--- src/rtl/stream_demux_qos_if.sv ---
// -----------------------------------------------------------------------------
// stream_demux_qos_if
//   Bundles the merged input stream and the fanned-out output streams of the
//   packet demultiplexer.
//
//   master : environment side (drives the input beat and the per-output ready).
//   slave  : demultiplexer side (drives s_ready_o and all m_*_o outputs).
//
//   s_data_i / s_qos_i / s_id_i / s_last_i / s_valid_i : input beat
//   s_ready_o                                          : input ready
//   m_data_o / m_qos_o   [STREAM_COUNT] : broadcast beat data and QoS
//   m_last_o / m_valid_o [STREAM_COUNT] : per-output last and valid
//   m_ready_i            [STREAM_COUNT] : per-output ready
// -----------------------------------------------------------------------------
interface stream_demux_qos_if #(
  parameter int T_DATA_WIDTH = 8,
  parameter int T_QOS__WIDTH = 4,
  parameter int STREAM_COUNT = 2,
  parameter int T_ID___WIDTH = $clog2(STREAM_COUNT)
);
  logic [T_DATA_WIDTH-1:0] s_data_i;
  logic [T_QOS__WIDTH-1:0] s_qos_i;
  logic [T_ID___WIDTH-1:0] s_id_i;
  logic                    s_last_i;
  logic                    s_valid_i;
  logic                    s_ready_o;

  logic [T_DATA_WIDTH-1:0] m_data_o [STREAM_COUNT];
  logic [T_QOS__WIDTH-1:0] m_qos_o  [STREAM_COUNT];
  logic [STREAM_COUNT-1:0] m_last_o;
  logic [STREAM_COUNT-1:0] m_valid_o;
  logic [STREAM_COUNT-1:0] m_ready_i;

  modport master (
    output s_data_i, s_qos_i, s_id_i, s_last_i, s_valid_i,
    input  s_ready_o,
    input  m_data_o, m_qos_o, m_last_o, m_valid_o,
    output m_ready_i
  );

  modport slave (
    input  s_data_i, s_qos_i, s_id_i, s_last_i, s_valid_i,
    output s_ready_o,
    output m_data_o, m_qos_o, m_last_o, m_valid_o,
    input  m_ready_i
  );
endinterface

--- src/rtl/stream_demux_qos.sv ---
// -----------------------------------------------------------------------------
// stream_demux_qos
//   Packet-level 1-to-N stream demultiplexer. The destination id is captured
//   on each packet's head beat and every beat of that packet is forwarded to
//   the selected output through a one-beat output register. QoS passes through
//   unchanged. Packets whose head id names no existing output are consumed
//   and counted in a saturating drop counter.
//
//   clk_i      : clock, rising edge
//   rst_n      : asynchronous active-low reset
//   bus        : stream_demux_qos_if.slave (input stream + output streams)
//   drop_cnt_o : saturating count of packets dropped for an invalid id
// -----------------------------------------------------------------------------
module stream_demux_qos #(
  parameter int T_DATA_WIDTH   = 8,
  parameter int T_QOS__WIDTH   = 4,
  parameter int STREAM_COUNT   = 2,
  parameter int T_ID___WIDTH   = $clog2(STREAM_COUNT),
  parameter int DROP_CNT_WIDTH = 16
) (
  input  logic                      clk_i,
  input  logic                      rst_n,
  stream_demux_qos_if.slave         bus,
  output logic [DROP_CNT_WIDTH-1:0] drop_cnt_o
);

  typedef enum logic [1:0] {HEAD, BODY, DROP} state_t;

  function automatic logic [DROP_CNT_WIDTH-1:0] sat_inc(
    input logic [DROP_CNT_WIDTH-1:0] v
  );
    return (&v) ? v : v + DROP_CNT_WIDTH'(1);
  endfunction

  state_t                  state, state_n;
  logic [T_ID___WIDTH-1:0] dest_reg;
  logic [DROP_CNT_WIDTH-1:0] drop_cnt;

  logic                    vld_p1;
  logic [T_ID___WIDTH-1:0] buf_dest_p1;
  logic [T_DATA_WIDTH-1:0] buf_data_p1;
  logic [T_QOS__WIDTH-1:0] buf_qos_p1;
  logic                    buf_last_p1;

  logic                    ready_sel;
  logic                    buf_free;
  logic                    s_ready;
  logic                    hs_p0;
  logic                    id_ok_p0;
  logic                    load_p0;
  logic [T_ID___WIDTH-1:0] load_dest_p0;
  logic                    drop_inc_p0;

  // ---- stage p0: input decode, routing FSM ----------------------------------
  // When every id value names an output the range check is always true, so it
  // is elided to avoid a constant comparison.
  if (STREAM_COUNT == (1 << T_ID___WIDTH)) begin : g_pow2
    assign id_ok_p0 = 1'b1;
  end else begin : g_npow2
    assign id_ok_p0 = (int'(bus.s_id_i) < STREAM_COUNT);
  end

  always_comb begin
    ready_sel = 1'b0;
    for (int k = 0; k < STREAM_COUNT; k++) begin
      if (buf_dest_p1 == T_ID___WIDTH'(k)) ready_sel = bus.m_ready_i[k];
    end
  end

  // Buffer can take a new beat if empty or draining this cycle.
  assign buf_free      = !vld_p1 | ready_sel;
  // DROP discards beats, so it never waits on the output side.
  assign s_ready       = (state == DROP) | buf_free;
  assign bus.s_ready_o = s_ready;
  assign hs_p0         = bus.s_valid_i & s_ready;

  always_comb begin
    state_n      = state;
    load_p0      = 1'b0;
    load_dest_p0 = dest_reg;
    drop_inc_p0  = 1'b0;
    case (state)
      HEAD: begin
        if (hs_p0) begin
          if (id_ok_p0) begin
            load_p0      = 1'b1;
            load_dest_p0 = bus.s_id_i;
            if (!bus.s_last_i) state_n = BODY;
          end else begin
            drop_inc_p0 = 1'b1;
            if (!bus.s_last_i) state_n = DROP;
          end
        end
      end
      BODY: begin
        if (hs_p0) begin
          load_p0 = 1'b1;
          if (bus.s_last_i) state_n = HEAD;
        end
      end
      DROP: begin
        if (hs_p0 && bus.s_last_i) state_n = HEAD;
      end
      default: state_n = HEAD;
    endcase
  end

  always_ff @(posedge clk_i or negedge rst_n) begin
    if (!rst_n) begin
      state    <= HEAD;
      dest_reg <= '0;
      drop_cnt <= '0;
    end else begin
      state <= state_n;
      if (load_p0) dest_reg <= load_dest_p0;
      if (drop_inc_p0) drop_cnt <= sat_inc(drop_cnt);
    end
  end

  // ---- stage p1: output register --------------------------------------------
  always_ff @(posedge clk_i or negedge rst_n) begin
    if (!rst_n) begin
      vld_p1      <= 1'b0;
      buf_dest_p1 <= '0;
      buf_data_p1 <= '0;
      buf_qos_p1  <= '0;
      buf_last_p1 <= 1'b0;
    end else if (load_p0) begin
      vld_p1      <= 1'b1;
      buf_dest_p1 <= load_dest_p0;
      buf_data_p1 <= bus.s_data_i;
      buf_qos_p1  <= bus.s_qos_i;
      buf_last_p1 <= bus.s_last_i;
    end else if (ready_sel) begin
      vld_p1 <= 1'b0;
    end
  end

  always_comb begin
    for (int k = 0; k < STREAM_COUNT; k++) begin
      bus.m_valid_o[k] = vld_p1 & (buf_dest_p1 == T_ID___WIDTH'(k));
      bus.m_last_o[k]  = buf_last_p1 & vld_p1 & (buf_dest_p1 == T_ID___WIDTH'(k));
      bus.m_data_o[k]  = buf_data_p1;
      bus.m_qos_o[k]   = buf_qos_p1;
    end
  end

  assign drop_cnt_o = drop_cnt;

endmodule

--- src/flat_wrapper.sv ---
// flat-port wrapper written by rule: the top's interface ports become plain ports
module stream_demux_qos_flat 
#(
  parameter int T_DATA_WIDTH   = 8,
  parameter int T_QOS__WIDTH   = 4,
  parameter int STREAM_COUNT   = 2,
  parameter int T_ID___WIDTH   = $clog2(STREAM_COUNT),
  parameter int DROP_CNT_WIDTH = 16
)
  (clk_i, rst_n, drop_cnt_o, bus_s_data_i, bus_s_qos_i, bus_s_id_i, bus_s_last_i, bus_s_valid_i, bus_s_ready_o, bus_m_data_o, bus_m_qos_o, bus_m_last_o, bus_m_valid_o, bus_m_ready_i);
  stream_demux_qos_if #(.T_DATA_WIDTH(T_DATA_WIDTH), .T_QOS__WIDTH(T_QOS__WIDTH), .STREAM_COUNT(STREAM_COUNT), .T_ID___WIDTH(T_ID___WIDTH)) bus_i ();
  input  logic clk_i;
  input  logic rst_n;
  output logic [DROP_CNT_WIDTH-1:0] drop_cnt_o;
  input wire logic [$bits(bus_i.s_data_i)-1:0] bus_s_data_i;
  input wire logic [$bits(bus_i.s_qos_i)-1:0] bus_s_qos_i;
  input wire logic [$bits(bus_i.s_id_i)-1:0] bus_s_id_i;
  input wire logic [$bits(bus_i.s_last_i)-1:0] bus_s_last_i;
  input wire logic [$bits(bus_i.s_valid_i)-1:0] bus_s_valid_i;
  output wire logic [$bits(bus_i.s_ready_o)-1:0] bus_s_ready_o;
  output wire logic [$bits(bus_i.m_data_o)-1:0] bus_m_data_o;
  output wire logic [$bits(bus_i.m_qos_o)-1:0] bus_m_qos_o;
  output wire logic [$bits(bus_i.m_last_o)-1:0] bus_m_last_o;
  output wire logic [$bits(bus_i.m_valid_o)-1:0] bus_m_valid_o;
  input wire logic [$bits(bus_i.m_ready_i)-1:0] bus_m_ready_i;
  assign bus_i.s_data_i = bus_s_data_i;
  assign bus_i.s_qos_i = bus_s_qos_i;
  assign bus_i.s_id_i = bus_s_id_i;
  assign bus_i.s_last_i = bus_s_last_i;
  assign bus_i.s_valid_i = bus_s_valid_i;
  assign bus_s_ready_o = bus_i.s_ready_o;
  assign bus_m_data_o = {>>{bus_i.m_data_o}};
  assign bus_m_qos_o = {>>{bus_i.m_qos_o}};
  assign bus_m_last_o = bus_i.m_last_o;
  assign bus_m_valid_o = bus_i.m_valid_o;
  assign bus_i.m_ready_i = bus_m_ready_i;
  stream_demux_qos #(.T_DATA_WIDTH(T_DATA_WIDTH), .T_QOS__WIDTH(T_QOS__WIDTH), .STREAM_COUNT(STREAM_COUNT), .T_ID___WIDTH(T_ID___WIDTH), .DROP_CNT_WIDTH(DROP_CNT_WIDTH)) u_core (.clk_i(clk_i), .rst_n(rst_n), .bus(bus_i), .drop_cnt_o(drop_cnt_o));
endmodule
--- config.mk ---
export PLATFORM = sky130hd
export DESIGN_NAME = stream_demux_qos_flat
export DESIGN_NICKNAME = d
export VERILOG_FILES = /design/src/rtl/stream_demux_qos_if.sv /design/src/rtl/stream_demux_qos.sv /design/src/flat_wrapper.sv
export SDC_FILE = /design/constraint.sdc
export NUM_CORES = 1
export LEC_CHECK = 0
export CAP_MARGIN = 0
export CORE_MARGIN = 5
export CORE_UTILIZATION = 36
export CTS_CLUSTER_SIZE = 24
export DETAILED_ROUTE_END_ITERATION = 7
export GPL_ROUTABILITY_DRIVEN = 0
export PLACE_DENSITY = 0.95
export SLEW_MARGIN = 10
export SYNTH_ARGS = -nofsm -noshare
export SYNTH_HDL_FRONTEND = slang
export SYNTH_SLANG_ARGS = --single-unit
--- constraint.sdc ---
create_clock -name clk_i -period 2.7 [get_ports clk_i]
set_clock_uncertainty 0.05 [all_clocks]
set_input_delay 0.405 -clock clk_i [delete_from_list [all_inputs] [get_ports clk_i]]
set_output_delay 0.405 -clock clk_i [all_outputs]
set_load 0.05 [all_outputs]
=== Yosys cells after proc, flatten, opt, wreduce, memory -nomap -nowiden ===
Index checks and enable logic that the tools add are counted.

* Reduce and logical (&&, ||, !) cells: 7
* Equality and inequality tests: 7
* Bitwise logic cells: 9
* Muxes and demuxes: 11

{| class="wikitable"
|+ Operators by type and width
! cell !! count
|-
| $mux W2 || 5
|-
| $and A1 B1 Y1 || 6
|-
| $ne A2 B2 Y1 const B || 3
|-
| $pmux W2 S3 || 1
|-
| $mux W1 || 5
|-
| $reduce_and A5 Y1 || 1
|-
| $ne A2 B1 Y1 const B || 2
|-
| $reduce_and A3 Y1 || 1
|-
| $eq A2 B1 Y1 const B || 1
|-
| $eq A2 B2 Y1 const B || 1
|-
| $logic_not A2 Y1 || 1
|-
| $or A1 B1 Y1 || 2
|-
| $reduce_bool A2 Y1 || 1
|-
| $reduce_or A2 Y1 || 1
|-
| $logic_and A1 B1 Y1 || 1
|-
| $logic_not A1 Y1 || 1
|-
| $not A1 Y1 || 1
|}

* Output and inout port bits: 45
* Input port bits: 19
* Register bits: 17

=== Depth between registers and ports, before layout ===
* Depth after elaboration: 7
* Depth in mapped cells: 4
* Depth with buffers taken out: 3

=== Worst setup path after synthesis ===
No wires, ideal clock.

* Path type: register -> output
* Start: register u_core.vld_p1
* End: output bus_m_valid_o[0]
* Path slack: 1.134 ns
* Arrival time: 1.111 ns
* Cell stages (with the launch flop): 3
* Cell sequence: dfrtp_1 > inv_1 > nor2_1

* Word-level cells in the longest chain between the ends: 1

{| class="wikitable"
|+ Ends and longest elaborated chain
! element !! RTL line !! RTL
|-
| start, declared || stream_demux_qos.sv:39 || <nowiki>logic vld_p1;</nowiki>
|-
| start signal, assigned || stream_demux_qos.sv:123 || <nowiki>vld_p1 <= 1'b0;</nowiki>
|-
| start signal, assigned || stream_demux_qos.sv:129 || <nowiki>vld_p1 <= 1'b1;</nowiki>
|-
| start signal, assigned || stream_demux_qos.sv:135 || <nowiki>vld_p1 <= 1'b0;</nowiki>
|-
| $and A1 B1 Y1 || stream_demux_qos.sv:141 || <nowiki>bus.m_valid_o[k] = vld_p1 & (buf_dest_p1 == T_ID___WIDTH'(k));</nowiki>
|-
| end, declared || flat_wrapper.sv:24 || <nowiki>output wire logic [$bits(bus_i.m_valid_o)-1:0] bus_m_valid_o;</nowiki>
|}

No other way between the ends.

=== Worst setup path after layout ===
* Start: register u_core.vld_p1
* End: output bus_m_last_o[1]

* Word-level cells in the longest chain between the ends: 2

{| class="wikitable"
|+ Ends and longest elaborated chain
! element !! RTL line !! RTL
|-
| $and A1 B1 Y1 (2 in series) || stream_demux_qos.sv:142 || <nowiki>bus.m_last_o[k] = buf_last_p1 & vld_p1 & (buf_dest_p1 == T_ID___WIDTH'(k));</nowiki>
|-
| end, declared || flat_wrapper.sv:23 || <nowiki>output wire logic [$bits(bus_i.m_last_o)-1:0] bus_m_last_o;</nowiki>
|}

No other way between the ends.

==> results.yml <==
outcome:
  outcome: "completed"
setup_path:
  crit_slowest_cell: "clkdlybuf4s50_1"
  critical_path.max_fanout: 6
  cp_slowest_stage_delay_ns: 0.80
  r2r_end: "u_core.buf_data_p1[2]"
  cp-start-kind: "flop"
  crit_chain: "and3_2 -> clkdlybuf4s50_1"
  reg2reg_depth: 4
  worstSetupEndpointType: "output pin"
  critical_path_arrival_ns: 1.74
  reg2reg_from: "u_core.buf_dest_p1"
  r2r_slack_ns: 1.20
  cp_num_buf_inv: 1
  cpLargestDelayFamily: "buffers and inverters"
  crit_type: "flop to output pin"
  required_ns: 2.25
synthesis:
  yosysWarningCount: 0
  synthCells: 74
  ys_seq_area_share_pct: 46.1
  synth_area_um2: 868
  syn_area_per_cell_um2: 11.7
  yosys.cell_types.count: 16
  ys_ff_latch: 16
detailed_routing:
  wl_per_cell_um: 12.9
  vias_per_cell: 4.30
  vias: 602
  final_antenna_net_count: 0
  drc: 0
  wirelength_mm: 1.81
  first_iter_violations: 6
  firstDrtPassIters: 2
timing:
  maxSlewHeadroom_pct: 54.3
  max_freq_mhz: 455
  post-route-period-util_pct: 81.4
  holdWs_ns: 0.487
  postLayoutSetupSlackWorst_ns: 0.502
  rsz0062_at_grt: "no"
  fin_setup_tns_ns: 0
  hold_viol: 0
  worst_pin_slew_ns: 0.684
  fin_crit_ns: 2.20
  maxSlewViolCount: 0
  setup_violations: 0
clock_network:
  cts_buffers: 3
  cts_setup_buffers: 0
  cts_hold_buf: 0
  post_cts_resized: 0
  clk_pin_slew_ns: 0.08
  cts_tree: "built"
  clockRootBuffer: "clkbuf_4"
  cts_buffer_depth: 2
  htree_levels: 1
  worst_skew_pair.late_latency_ns: 0.28
  clock_sinks: 16
place:
  post-place-ws_ns: 0.792
  dp.final_hpwl_mm: 1.57
  placement.io_buffers: 47
  dp.cells: 136
cells_and_area:
  antenna_cells: 0
  fin_nets: 132
  drive_above_1_share_pct: 19.6
  final_common_cell: "clkdlybuf4s50_1"
  layout_common_cells: "clkdlybuf4s50_1, conb_1, dfrtp_1"
  areaGrowthSynthToFinish_pct: 43.9
  fin_cells: 140
floorplanning:
  coreArea_um2: 2250
  initial_core_util_pct: 38.5
  ios: 64
  die-area_um2: 3490
  die_w_um: 59.1
  rows: 17
  die_h_um: 59.1
global_routing:
  first_global_vias: 600
  antenna_found_initial: 0
  grt_usage_pct: 10.4
  grt_max_degree: 17
  grt_pass1_wl_mm: 2.75
  grt.overflow.total: 0
pwr:
  powerDensity_nw_per_um2: 1200
  ir_worst_vdd_mv: 0.609
  p_leak_nw: 0.548
worst_hold_path:
  hp-class: "input port to async pin"
flow_run:
  cap_viol_max_count: 0
-- state kept, by name, indices dropped and copies added, names as in the netlist --
name,flops
u_core.state,1
u_core.vld_p1,1
u_core.buf_dest_p1,1
u_core.buf_data_p1,8
u_core.buf_qos_p1,4
u_core.buf_last_p1,1
-- worst max path at each step --
stage                                 from                    end  slack [ns]  cells past startpoint
after floorplan              u_core.vld_p1       bus_m_valid_o[0]        1.13                      2
after global placement    bus_m_ready_i[1]  u_core.buf_data_p1[3]        0.84                      5
after detailed placement  bus_m_ready_i[1]  u_core.buf_data_p1[2]        0.79                      5
after CTS                    u_core.vld_p1        bus_m_last_o[1]        0.48                      2
after global routing         u_core.vld_p1        bus_m_last_o[0]        0.43                      3
final                        u_core.vld_p1        bus_m_last_o[1]        0.50                      2
-- cell usage after synthesis --
cell type | number | area share (%)
a21boi_2 | 1 | 1.3
a32o_1 | 1 | 1.2
and2_2 | 1 | 0.86
and3_2 | 1 | 0.86
buf_4 | 28 | 24
buf_6 | 1 | 1.3
conb_1 | 1 | 0.43
dfrtp_1 | 16 | 46
inv_1 | 2 | 0.86
mux2_2 | 13 | 17
mux2i_1 | 2 | 2.3
nand2_1 | 2 | 0.86
nand2b_1 | 1 | 0.72
nor2_1 | 2 | 0.86
nor2b_1 | 1 | 0.72
o21ai_0 | 1 | 0.58
-- routing by layer --
layer | vias to the layer above | wire length, um | track usage [%]
met4 | 0 | 0 | 0.971
met2 | 39 | 1000 | 20.7
met1 | 288 | 528 | 9.24
met5 | - | 0 | 0
met3 | 0 | 279 | 5.88
li1 | 275 | - | -
-- cell type report --
cell class	count	area (um2)
Sequential cell	16	400
Timing Repair Buffer	48	475
Tap cell	28	35.0
Fill cell	197	1000
Multi-Input combinational cell	42	295
Inverter	2	7.51
Clock buffer	4	36.3
-- where the power goes --
part           internal, mW  leakage, nW  total (mW)  switching [mW]
sequential            0.314        0.186       0.378          0.0640
combinational         0.325        0.341       0.978           0.653
clock                0.0820       0.0210       0.150          0.0675
total                 0.720        0.548        1.50           0.784
-- logic make-up after synthesis --
kind of cell	synth area share (%)
buffers and inverters	26.4
DFF	46.1
muxes	19.2
and+or+nand+nor	4.90
AOI/OAI and AO/OA	3.03
other	0.432
-- worst reg2reg max path: stages, from the launching register on --
cell and delay [ns]:
dfrtp_1 0.44, mux2i_1 0.17, a21boi_2 0.15, buf_4 0.22, mux2_2 0.36
-- metrics by stage --
| step | instance area (um2) | power (mW) | util (%) |
|---|---|---|---|
| after floorplan | 925 | 1.13 | - |
| after global placement | 1210 | 1.35 | 53.8 |
| after detailed placement | 1210 | 1.37 | 53.8 |
| after CTS | 1250 | 1.53 | 55.4 |
| after global routing | 1250 | 1.56 | 55.4 |
| final | 1250 | 1.50 | 55.4 |
No activity file was read; power rests on OpenSTA's default activity.
